<file path="src/rtl/sb_pkg.sv">
// Shared definitions for the sideband TX serializer: FSM state encoding
// and default framing/pattern geometry.
package sb_pkg;

  localparam int SB_PKT_W    = 64;
  localparam int SB_GAP_UI   = 32;
  localparam int SB_PAT_UI   = 64;
  localparam int SB_PAT_ITER = 4;

  typedef enum logic [2:0] {
    SB_IDLE    = 3'd0,
    SB_PATTERN = 3'd1,
    SB_HDR     = 3'd2,
    SB_DATA    = 3'd3,
    SB_GAP     = 3'd4
  } sb_ser_state_e;

endpackage

</file>
<file path="src/rtl/sb_tx_shift_reg.sv">
// Load/shift-right register feeding the sideband lane LSB first; shared by
// header, data word and pattern toggles.
module sb_tx_shift_reg
  import sb_pkg::*;
#(
  parameter int W = SB_PKT_W
) (
  input  logic         i_clk,
  input  logic         i_rst_n,
  input  logic         load,
  input  logic         shift,
  input  logic [W-1:0] load_val,
  output logic         bit0
);

  logic [W-1:0] sr_q;

  // NOTE: sequential state uses non-blocking assignments so every flop
  // samples the pre-edge values regardless of process ordering.
  always_ff @(posedge i_clk or negedge i_rst_n) begin
    if (!i_rst_n) begin
      sr_q <= '0;
    end else if (load) begin
      sr_q <= load_val;
    end else if (shift) begin
      sr_q <= {1'b0, sr_q[W-1:1]};
    end
  end

  // Zero fill means the lane naturally idles low once a word is exhausted.
  assign bit0 = sr_q[0];

endmodule

</file>
<file path="src/rtl/sb_tx_serializer.sv">
// Sideband TX back end: serializes header/data packets with a mandatory idle
// gap and generates the start/init toggle pattern with a done pulse.
module sb_tx_serializer
  import sb_pkg::*;
#(
  parameter int PKT_W    = SB_PKT_W,
  parameter int GAP_UI   = SB_GAP_UI,
  parameter int PAT_UI   = SB_PAT_UI,
  parameter int PAT_ITER = SB_PAT_ITER
) (
  input  logic             i_clk,
  input  logic             i_rst_n,
  input  logic             i_pattern_req,
  input  logic             i_pattern_stop,
  input  logic             i_pkt_valid,
  input  logic             i_has_data,
  input  logic [PKT_W-1:0] i_header,
  input  logic [PKT_W-1:0] i_data,
  output logic             o_pkt_ready,
  output logic             o_txdata_sb,
  output logic             o_txclk_en,
  output logic             o_pattern_done,
  output logic             o_busy
);

  localparam int UI_W   = 7;
  localparam int ITER_W = $clog2(PAT_ITER + 1);

  localparam logic [UI_W-1:0]   WORD_LAST = UI_W'(PKT_W - 1);
  localparam logic [UI_W-1:0]   GAP_LAST  = UI_W'(GAP_UI - 1);
  localparam logic [UI_W-1:0]   PAT_TOG   = UI_W'(PAT_UI);
  localparam logic [UI_W-1:0]   PAT_LAST  = UI_W'(PAT_UI + GAP_UI - 1);
  localparam logic [ITER_W-1:0] ITER_LAST = ITER_W'(PAT_ITER - 1);
  localparam logic [PKT_W-1:0]  PAT_WORD  = {(PKT_W / 2){2'b01}};

  sb_ser_state_e     state_q, state_d;
  logic [UI_W-1:0]   ui_q, ui_d;
  logic [ITER_W-1:0] iter_q, iter_d;
  logic              stop_q, stop_d;
  logic              has_data_q;
  logic [PKT_W-1:0]  data_q;

  logic              accept;
  logic              done_d;
  logic              sr_load, sr_shift;
  logic [PKT_W-1:0]  sr_val;

  // NOTE: every always_comb output gets a default first, so no path through
  // the case can leave one unassigned and infer a latch.
  always_comb begin
    state_d  = state_q;
    ui_d     = ui_q + UI_W'(1);
    iter_d   = iter_q;
    stop_d   = stop_q;
    accept   = 1'b0;
    done_d   = 1'b0;
    sr_load  = 1'b0;
    sr_shift = 1'b0;
    sr_val   = '0;

    unique case (state_q)
      SB_IDLE: begin
        ui_d = '0;
        if (i_pattern_req) begin
          state_d = SB_PATTERN;
          iter_d  = '0;
          stop_d  = 1'b0;
          sr_load = 1'b1;
          sr_val  = PAT_WORD;
        end else if (i_pkt_valid && o_pkt_ready) begin
          accept  = 1'b1;
          state_d = SB_HDR;
          sr_load = 1'b1;
          sr_val  = i_header;
        end
      end
      SB_HDR: begin
        sr_shift = 1'b1;
        if (ui_q == WORD_LAST) begin
          if (has_data_q) begin
            state_d = SB_DATA;
            sr_load = 1'b1;
            sr_val  = data_q;
          end else begin
            state_d = SB_GAP;
          end
        end
      end
      SB_DATA: begin
        sr_shift = 1'b1;
        if (ui_q == WORD_LAST) state_d = SB_GAP;
      end
      SB_GAP: begin
        sr_shift = 1'b1;
        if (ui_q == GAP_LAST) state_d = SB_IDLE;
      end
      SB_PATTERN: begin
        sr_shift = 1'b1;
        if (i_pattern_stop) stop_d = 1'b1;
        // Iteration boundary: finish the burst or rearm the toggle word.
        if (ui_q == PAT_LAST) begin
          if (iter_q == ITER_LAST || stop_d) begin
            state_d = SB_IDLE;
            done_d  = 1'b1;
            stop_d  = 1'b0;
          end else begin
            iter_d  = iter_q + ITER_W'(1);
            ui_d    = '0;
            sr_load = 1'b1;
            sr_val  = PAT_WORD;
          end
        end
      end
      default: state_d = SB_IDLE;
    endcase

    if (state_d != state_q) ui_d = '0;
  end

  // NOTE: the latched data word shares the async reset with the control path
  // so nothing from an aborted packet survives a mid-operation reset.
  always_ff @(posedge i_clk or negedge i_rst_n) begin
    if (!i_rst_n) begin
      state_q        <= SB_IDLE;
      ui_q           <= '0;
      iter_q         <= '0;
      stop_q         <= 1'b0;
      has_data_q     <= 1'b0;
      data_q         <= '0;
      o_pkt_ready    <= 1'b0;
      o_txclk_en     <= 1'b0;
      o_pattern_done <= 1'b0;
      o_busy         <= 1'b0;
    end else begin
      state_q        <= state_d;
      ui_q           <= ui_d;
      iter_q         <= iter_d;
      stop_q         <= stop_d;
      if (accept) begin
        has_data_q <= i_has_data;
        data_q     <= i_data;
      end
      // Ready only after a full IDLE cycle, so it never overlaps an accept.
      o_pkt_ready    <= (state_q == SB_IDLE) && (state_d == SB_IDLE) && !i_pattern_req;
      o_txclk_en     <= (state_d == SB_HDR) || (state_d == SB_DATA) ||
                        ((state_d == SB_PATTERN) && (ui_d < PAT_TOG));
      o_pattern_done <= done_d;
      o_busy         <= (state_d != SB_IDLE);
    end
  end

  sb_tx_shift_reg #(.W(PKT_W)) u_shift (
    .i_clk    (i_clk),
    .i_rst_n  (i_rst_n),
    .load     (sr_load),
    .shift    (sr_shift),
    .load_val (sr_val),
    .bit0     (o_txdata_sb)
  );

endmodule

</file>
<file path="config.mk">
export PLATFORM = sky130hd
export DESIGN_NAME = sb_tx_serializer
export DESIGN_NICKNAME = d
export VERILOG_FILES = /design/src/rtl/sb_pkg.sv /design/src/rtl/sb_tx_shift_reg.sv /design/src/rtl/sb_tx_serializer.sv
export SDC_FILE = /design/constraint.sdc
export NUM_CORES = 1
export LEC_CHECK = 0
export CORE_AREA = 2 2 116 118
export DETAILED_ROUTE_END_ITERATION = 16
export DIE_AREA = 0 0 118 120
export GPL_ROUTABILITY_DRIVEN = 0
export MAX_ROUTING_LAYER = met4
export PLACE_DENSITY_LB_ADDON = 0.08
export SLEW_MARGIN = 20
export SYNTH_ARGS = -nofsm -noshare
export SYNTH_HDL_FRONTEND = slang
export SYNTH_SLANG_ARGS = --single-unit
export TNS_END_PERCENT = 1
</file>
<file path="constraint.sdc">
create_clock -name i_clk -period 5.8 [get_ports i_clk]
set_input_delay 1.74 -clock i_clk [delete_from_list [all_inputs] [get_ports i_clk]]
set_output_delay 1.74 -clock i_clk [all_outputs]
set_load 0.05 [all_outputs]
</file>
# Word-level counts from Yosys, hierarchy flattened
# Index checks and enable logic that the tools add are counted.
dict set report word_totals {
  register_bits 147
  inputBits 134
  output_inout_bits 5
  elab_cells 90
}
dict set report classes {
  n_addsub 2
  order_cmp 1
  eq_ne 15
  mux 45
  n_reduce_logical 16
}
# op count
set op_table {}
lappend op_table {{$mux W64} 6}
lappend op_table {{$pmux W64 S3} 1}
lappend op_table {{$mux W63} 2}
lappend op_table {{$mux W3} 11}
lappend op_table {{$mux W7} 3}
lappend op_table {{$mux W1} 17}
lappend op_table {{$eq A3 B2 Y1 const B} 5}
lappend op_table {{$pmux W3 S5} 1}
lappend op_table {{$pmux W7 S2} 1}
lappend op_table {{$add A7 B1 Y7 const B} 1}
lappend op_table {{$eq A7 B5 Y1 const B} 1}
lappend op_table {{$eq A7 B6 Y1 const B} 1}
lappend op_table {{$eq A7 B7 Y1 const B} 1}
lappend op_table {{$lt A7 B7 Y1 const B} 1}
lappend op_table {{$eq A3 B1 Y1 const B} 2}
lappend op_table {{$logic_not A3 Y1} 2}
lappend op_table {{$ne A2 B2 Y1 const B} 3}
lappend op_table {{$pmux W3 S2} 1}
lappend op_table {{$logic_and A1 B1 Y1} 4}
lappend op_table {{$reduce_and A4 Y1} 1}
lappend op_table {{$reduce_bool A2 Y1} 2}
lappend op_table {{$reduce_or A4 Y1} 1}
lappend op_table {{$add A3 B1 Y3 const B} 1}
lappend op_table {{$eq A3 B3 Y1 const B} 1}
lappend op_table {{7 further kinds} 9}

# Depth between registers and ports, before layout
dict set report depth {
  word_depth 11
  ltp_mapped 8
}

# Hierarchy
# A second synthesis with hierarchy kept.
dict set report unflattened {
  hier_cells 609
  hier_area_um2 7074.3
}
# module instances cells_each area_each_um2
set modules_own_cells {}
lappend modules_own_cells {sb_tx_serializer 1 332 4077.7}
lappend modules_own_cells {sb_tx_shift_reg 1 277 2996.6}

# Worst setup path after synthesis
# No wires, ideal clock.
dict set report synth_path {
  path_kind {input to register}
  start {in i_pattern_req}
  end {reg data_q[10]}
  setup_ns 0.125
  arrival_time_ns 2.889
  t_required_ns 5.675
  setup_slack_ns 2.786
  stages 4
  path_cell_list {or4_4 > nor2_4 > buf_2 > mux2_2}
}
dict set report synth_via {
  elab_chain_len 2
}
# element line
set synth_rtl {}
lappend synth_rtl {{start: declaration} sb_tx_serializer.sv:13} ;# input logic i_pattern_req,
lappend synth_rtl {{$mux W1} sb_tx_serializer.sv:64} ;# if (i_pattern_req) begin
lappend synth_rtl {{$mux W1} sb_tx_serializer.sv:61} ;# unique case (state_q)
lappend synth_rtl {{end signal: assignment} sb_tx_serializer.sv:141} ;# data_q <= i_data;
lappend synth_rtl {{end: declaration} sb_tx_serializer.sv:41} ;# logic [PKT_W-1:0] data_q;
# Every way passes these cells.
# A chain may end at the register's enable or synchronous reset.

# Worst setup path after layout
dict set report layout_path {
  start {in i_pkt_valid}
  end {reg u_shift.sr_q[51]}
}
dict set report layout_via {
  elab_chain_len 5
  word_cells_on_any_way 9
  cone_classes {mux: 7; reduce/logical: 2}
}
# element line
set layout_rtl {}
lappend layout_rtl {{start: declaration} sb_tx_serializer.sv:15} ;# input logic i_pkt_valid,
lappend layout_rtl {{$logic_and A1 B1 Y1 *} sb_tx_serializer.sv:70} ;# end else if (i_pkt_valid && o_pkt_ready) begin
lappend layout_rtl {{$mux W64 / $mux W1 (equally long branches)} sb_tx_serializer.sv:70}
lappend layout_rtl {{$mux W64 / $mux W1 (equally long branches)} sb_tx_serializer.sv:64}
lappend layout_rtl {{$pmux W64 S3 / $pmux W1 S3 (equally long branches)} sb_tx_serializer.sv:61}
lappend layout_rtl {{$mux W64 / $reduce_bool A2 Y1 (equally long branches)} n/a}
lappend layout_rtl {{end signal: assignment} sb_tx_shift_reg.sv:24} ;# sr_q <= load_val;
lappend layout_rtl {{end signal: assignment} sb_tx_shift_reg.sv:26} ;# sr_q <= {1'b0, sr_q[W-1:1]};
lappend layout_rtl {{end: declaration} sb_tx_shift_reg.sv:16} ;# logic [W-1:0] sr_q;
# Mark *: on every way between the ends. The rest lies on a longest branch, timed or not.

==> results by group <==
Outcome
  • Outcome: finished clean

Worst hold path
  • Worst hold path type: reg2reg
  • Hold Crit Start: ui_q[0]$_DFF_PN0_
  • Min-Delay Endpoint: ui_q[0]$_DFF_PN0_
  • Hold depth: 1

STA
  • Fin. Hold Viols: 0
  • Post-route setup TNS: 0 ns
  • Worst Skew: 0.00723 ns
  • Minimum clock period: about 3.7 ns
  • RSZ-0062 raised after global routing: no
  • Maximum clock rate: 269 MHz
  • Actual slew at the worst max-slew pin: 0.964 ns
  • Setup WS post-layout: approximately 2.1 ns
  • Slew HR: about 36%
  • Setup violations, final: 0
  • Max Slew Vio Count: 0
  • Period utilization: 64.0%

Yosys
  • Syn Inst Count: between 600 and 700
  • Syn Nets: 743
  • Synth unique cells: 46
  • Share of Yosys cell area claimed by the top area cell type: 52.2%
  • Sequential fraction of the synthesis area: 52.2%
  • Synth area leaders: dfrtp_1 52%, mux2_2 15%, a221oi_2 6.0%
  • Synth Cell Area: 7050 µm²
  • Share of synthesized registers carrying an async set or reset: between 90% and 100%
  • Cell taking the most area after synthesis: dfrtp_1
  • #FFs+latches synth: ~150
  • Syn. warnings: 0
  • Top FF cell, synth: dfrtp_1
  • Avg Inst Size Synth: 11.6 µm²
  • Post-synth EDFFs: 0

Route
  • ANT nets after route: 0
  • DR DRC count: 0
  • Initial DRC count: 336
  • TritonRoute pass-1 iters: 5
  • Wire per inst: 18.1 µm
  • Vias per cell: between 5 and 6
  • Detailed Route WL: ~17000 µm
  • Total number of vias: about 5300

Placed design
  • Port Buffer Count: ~140
  • Dpl hpwl: roughly 11000 µm
  • Placed cell area: 8480 µm²
  • Pre-CTS setup slack: 1.70 ns

Clocking
  • TritonCTS clock tree: built
  • H-tree level count: 4
  • Clock root cell: clkbuf_16
  • Clk Latency, worst-skew pair: roughly 0.42 ns
  • Resized Gates After CTS: 0
  • Max clock buf depth: 2
  • Clock sink total: around 150
  • Clock buffer count from CTS: 17
  • Post CTS Setup Buffer Count: 0
  • Hold_buf cts: 0
  • Clk pin slew, worst setup/hold paths: 0.06 ns

Die
  • Core Region: 13000 µm²
  • # IOs: 139
  • Die X: 118 µm
  • FP Rows: 42
  • Full die area: 14200 µm²
  • DIE HEIGHT: 120 µm
  • Starting Density: 54.3%

Power
  • Seq pwr share: 44.4%
  • Power per standard cell area: about 280 nW/µm²
  • Net Switching: 552 µW
  • Gate power share: 9.5%
  • Sw Ratio: 21.2%
  • Maximum VDD drop: 0.000281 V
  • Leakage: 0.00422 µW
  • Clk network pwr share: 46.1%
  • Pint: 2040 µW

Global route
  • Largest net degree at the start of global routing: 112
  • First-pass GRT wire length: between 20000 and 30000 µm
  • Grt ovf: 0
  • Vias in the first global route: 5468
  • All-Layer GR Usage: 25.5%
  • Initial antenna violation count: 0

Setup path
  • Crit path kind: in2reg
  • Type of destination of the critical path: register
  • WP data required: just over 6 ns
  • RR Startpoint: state_q[0]$_DFF_PN0_
  • Worst R2R Setup Slack: between 3 and 4 ns
  • CP startpoint: i_pkt_valid
  • Worst r2r dst: u_shift.sr_q[51]$_DFFE_PN0P_
  • Cells on worst reg2reg path: 6
  • Startpoint types: input port
  • Highest net fanout along the worst path: 34
  • Crit path DAT: 4.00 ns

Run
  • Max-Cap Viols: 0

Cells and area
  • Layout net count: a little under 900
  • Layout cells sized above 1: 23.9%
  • Post-route cell area: approximately 9200 µm²
  • P&R area growth vs syn: 29.9%
  • N_diodes: 0
[Yosys cell counts (2+ instances only)]
library cell,number
nor2b_1,3
xor2_1,2
and2_1,2
nand4_1,2
a221oi_2,28
a21oi_1,4
buf_6,7
mux2_2,97
a21o_1,2
a32o_1,2
dfrtp_1,147
nand2_1,103
o21ai_0,4
a22o_1,2
nand3_1,38
a22oi_1,33
buf_2,20
nand2b_1,3
buf_4,6
nand3b_1,2
or3_1,2
nor2_1,17
inv_1,6
a31oi_1,34
a211o_1,2
a221oi_1,3
clkbuf_1,13
xnor2_1,2
ha_1,3
[area by class of cell]
cell class	count	area (µm²)
repair buffers	151	1500
well taps	176	220
multi-input cells	407	3080
flip-flops and latches	147	3680
clock inverters	10	179
inverters	6	22.5
fillers	953	3830
clock buffers	21	470
[stage by stage]
stage	cells	utilization, %	total power, µW	hold WS [ns]
floorplan	606	-	1260	0.425
global placement	886	65.3	1400	0.440
CTS	917	70.3	2620	0.460
finish	918	70.5	2600	0.461
detailed placement	886	65.3	1410	0.452
global route	918	70.5	2700	0.501
[critical path, stage by stage]
cell	delay, ns
clkdlybuf4s50_1	0.48
nand2_1	0.14
nor2_4	0.78
a211oi_4	0.23
buf_4	0.30
a221oi_1	0.25
a31oi_1	0.07
[power groups by stage]
stage	sequential (µW)	combinational [µW]	clock, µW
5_1_grt	1160	273	1270
6_report	1150	247	1200
3_3_place_gp	1170	238	0
2_1_floorplan	1160	103	0
3_5_place_dp	1170	245	0
4_1_cts	1150	248	1220
[per-layer routing]
| metal | vias up | wire length [µm] | global-route usage [%] |
|---|---|---|---|
| met5 | - | 0 | - |
| met4 | 0 | 214 | 7.91 |
| met3 | 14 | 821 | 5.70 |
| met2 | 149 | 8340 | 41.7 |
| met1 | 2687 | 7210 | 31.9 |
| li1 | 2470 | - | - |
[flip-flops by register name, indices dropped and copies added, names as in the netlist]
register	cells
data_q	64
has_data_q	1
iter_q	3
o_busy	1
o_pattern_done	1
o_pkt_ready	1
o_txclk_en	1
state_q	3
stop_q	1
u_shift.sr_q	64
ui_q	7
[logic make-up (layout without fill, tap and decap cells)]
kind of cell | count (synthesis) | after routing | share of synthesized area [%]
simple gates | 183 | 183 | 11.8
flops | 147 | 147 | 52.2
compound gates | 119 | 119 | 15.2
mux | 98 | 98 | 15.6
buf+inv | 52 | 188 | 4.19
xor+xnor | 4 | 4 | 0.497
fa+ha+maj | 3 | 3 | 0.533
[layout by cell type, fill, tap and decap left out, drive strengths merged, types with 2 or more instances in the layout]
cell	netlist	routed
or3	2	2
bufinv	0	5
a22o	2	2
and2	2	2
a22oi	33	33
xnor2	2	2
mux2	97	97
or2	2	2
a211o	2	2
xor2	2	2
a221oi	31	31
a32o	2	2
nand3b	2	2
clkbuf	13	21
nand4	2	2
ha	3	3
a31oi	34	34
nand2b	3	3
o21ai	4	4
nor2	19	19
nor2b	3	3
buf	33	14
nand3	38	38
dfrtp	147	147
clkinv	0	5
inv	6	6
nand2	104	104
clkdlybuf4s50	0	137
a21oi	4	4
a21o	2	2
[worst max path at each step]
stage,end,cells past startpoint
final,u_shift.sr_q[51]$_DFFE_PN0P_,7
after global routing,u_shift.sr_q[51]$_DFFE_PN0P_,7
after CTS,u_shift.sr_q[51]$_DFFE_PN0P_,7
after detailed placement,u_shift.sr_q[7]$_DFFE_PN0P_,7
after global placement,u_shift.sr_q[51]$_DFFE_PN0P_,7
after floorplan,data_q[10]$_DFFE_PN0P_,4
(Power assumes the default switching activity.)
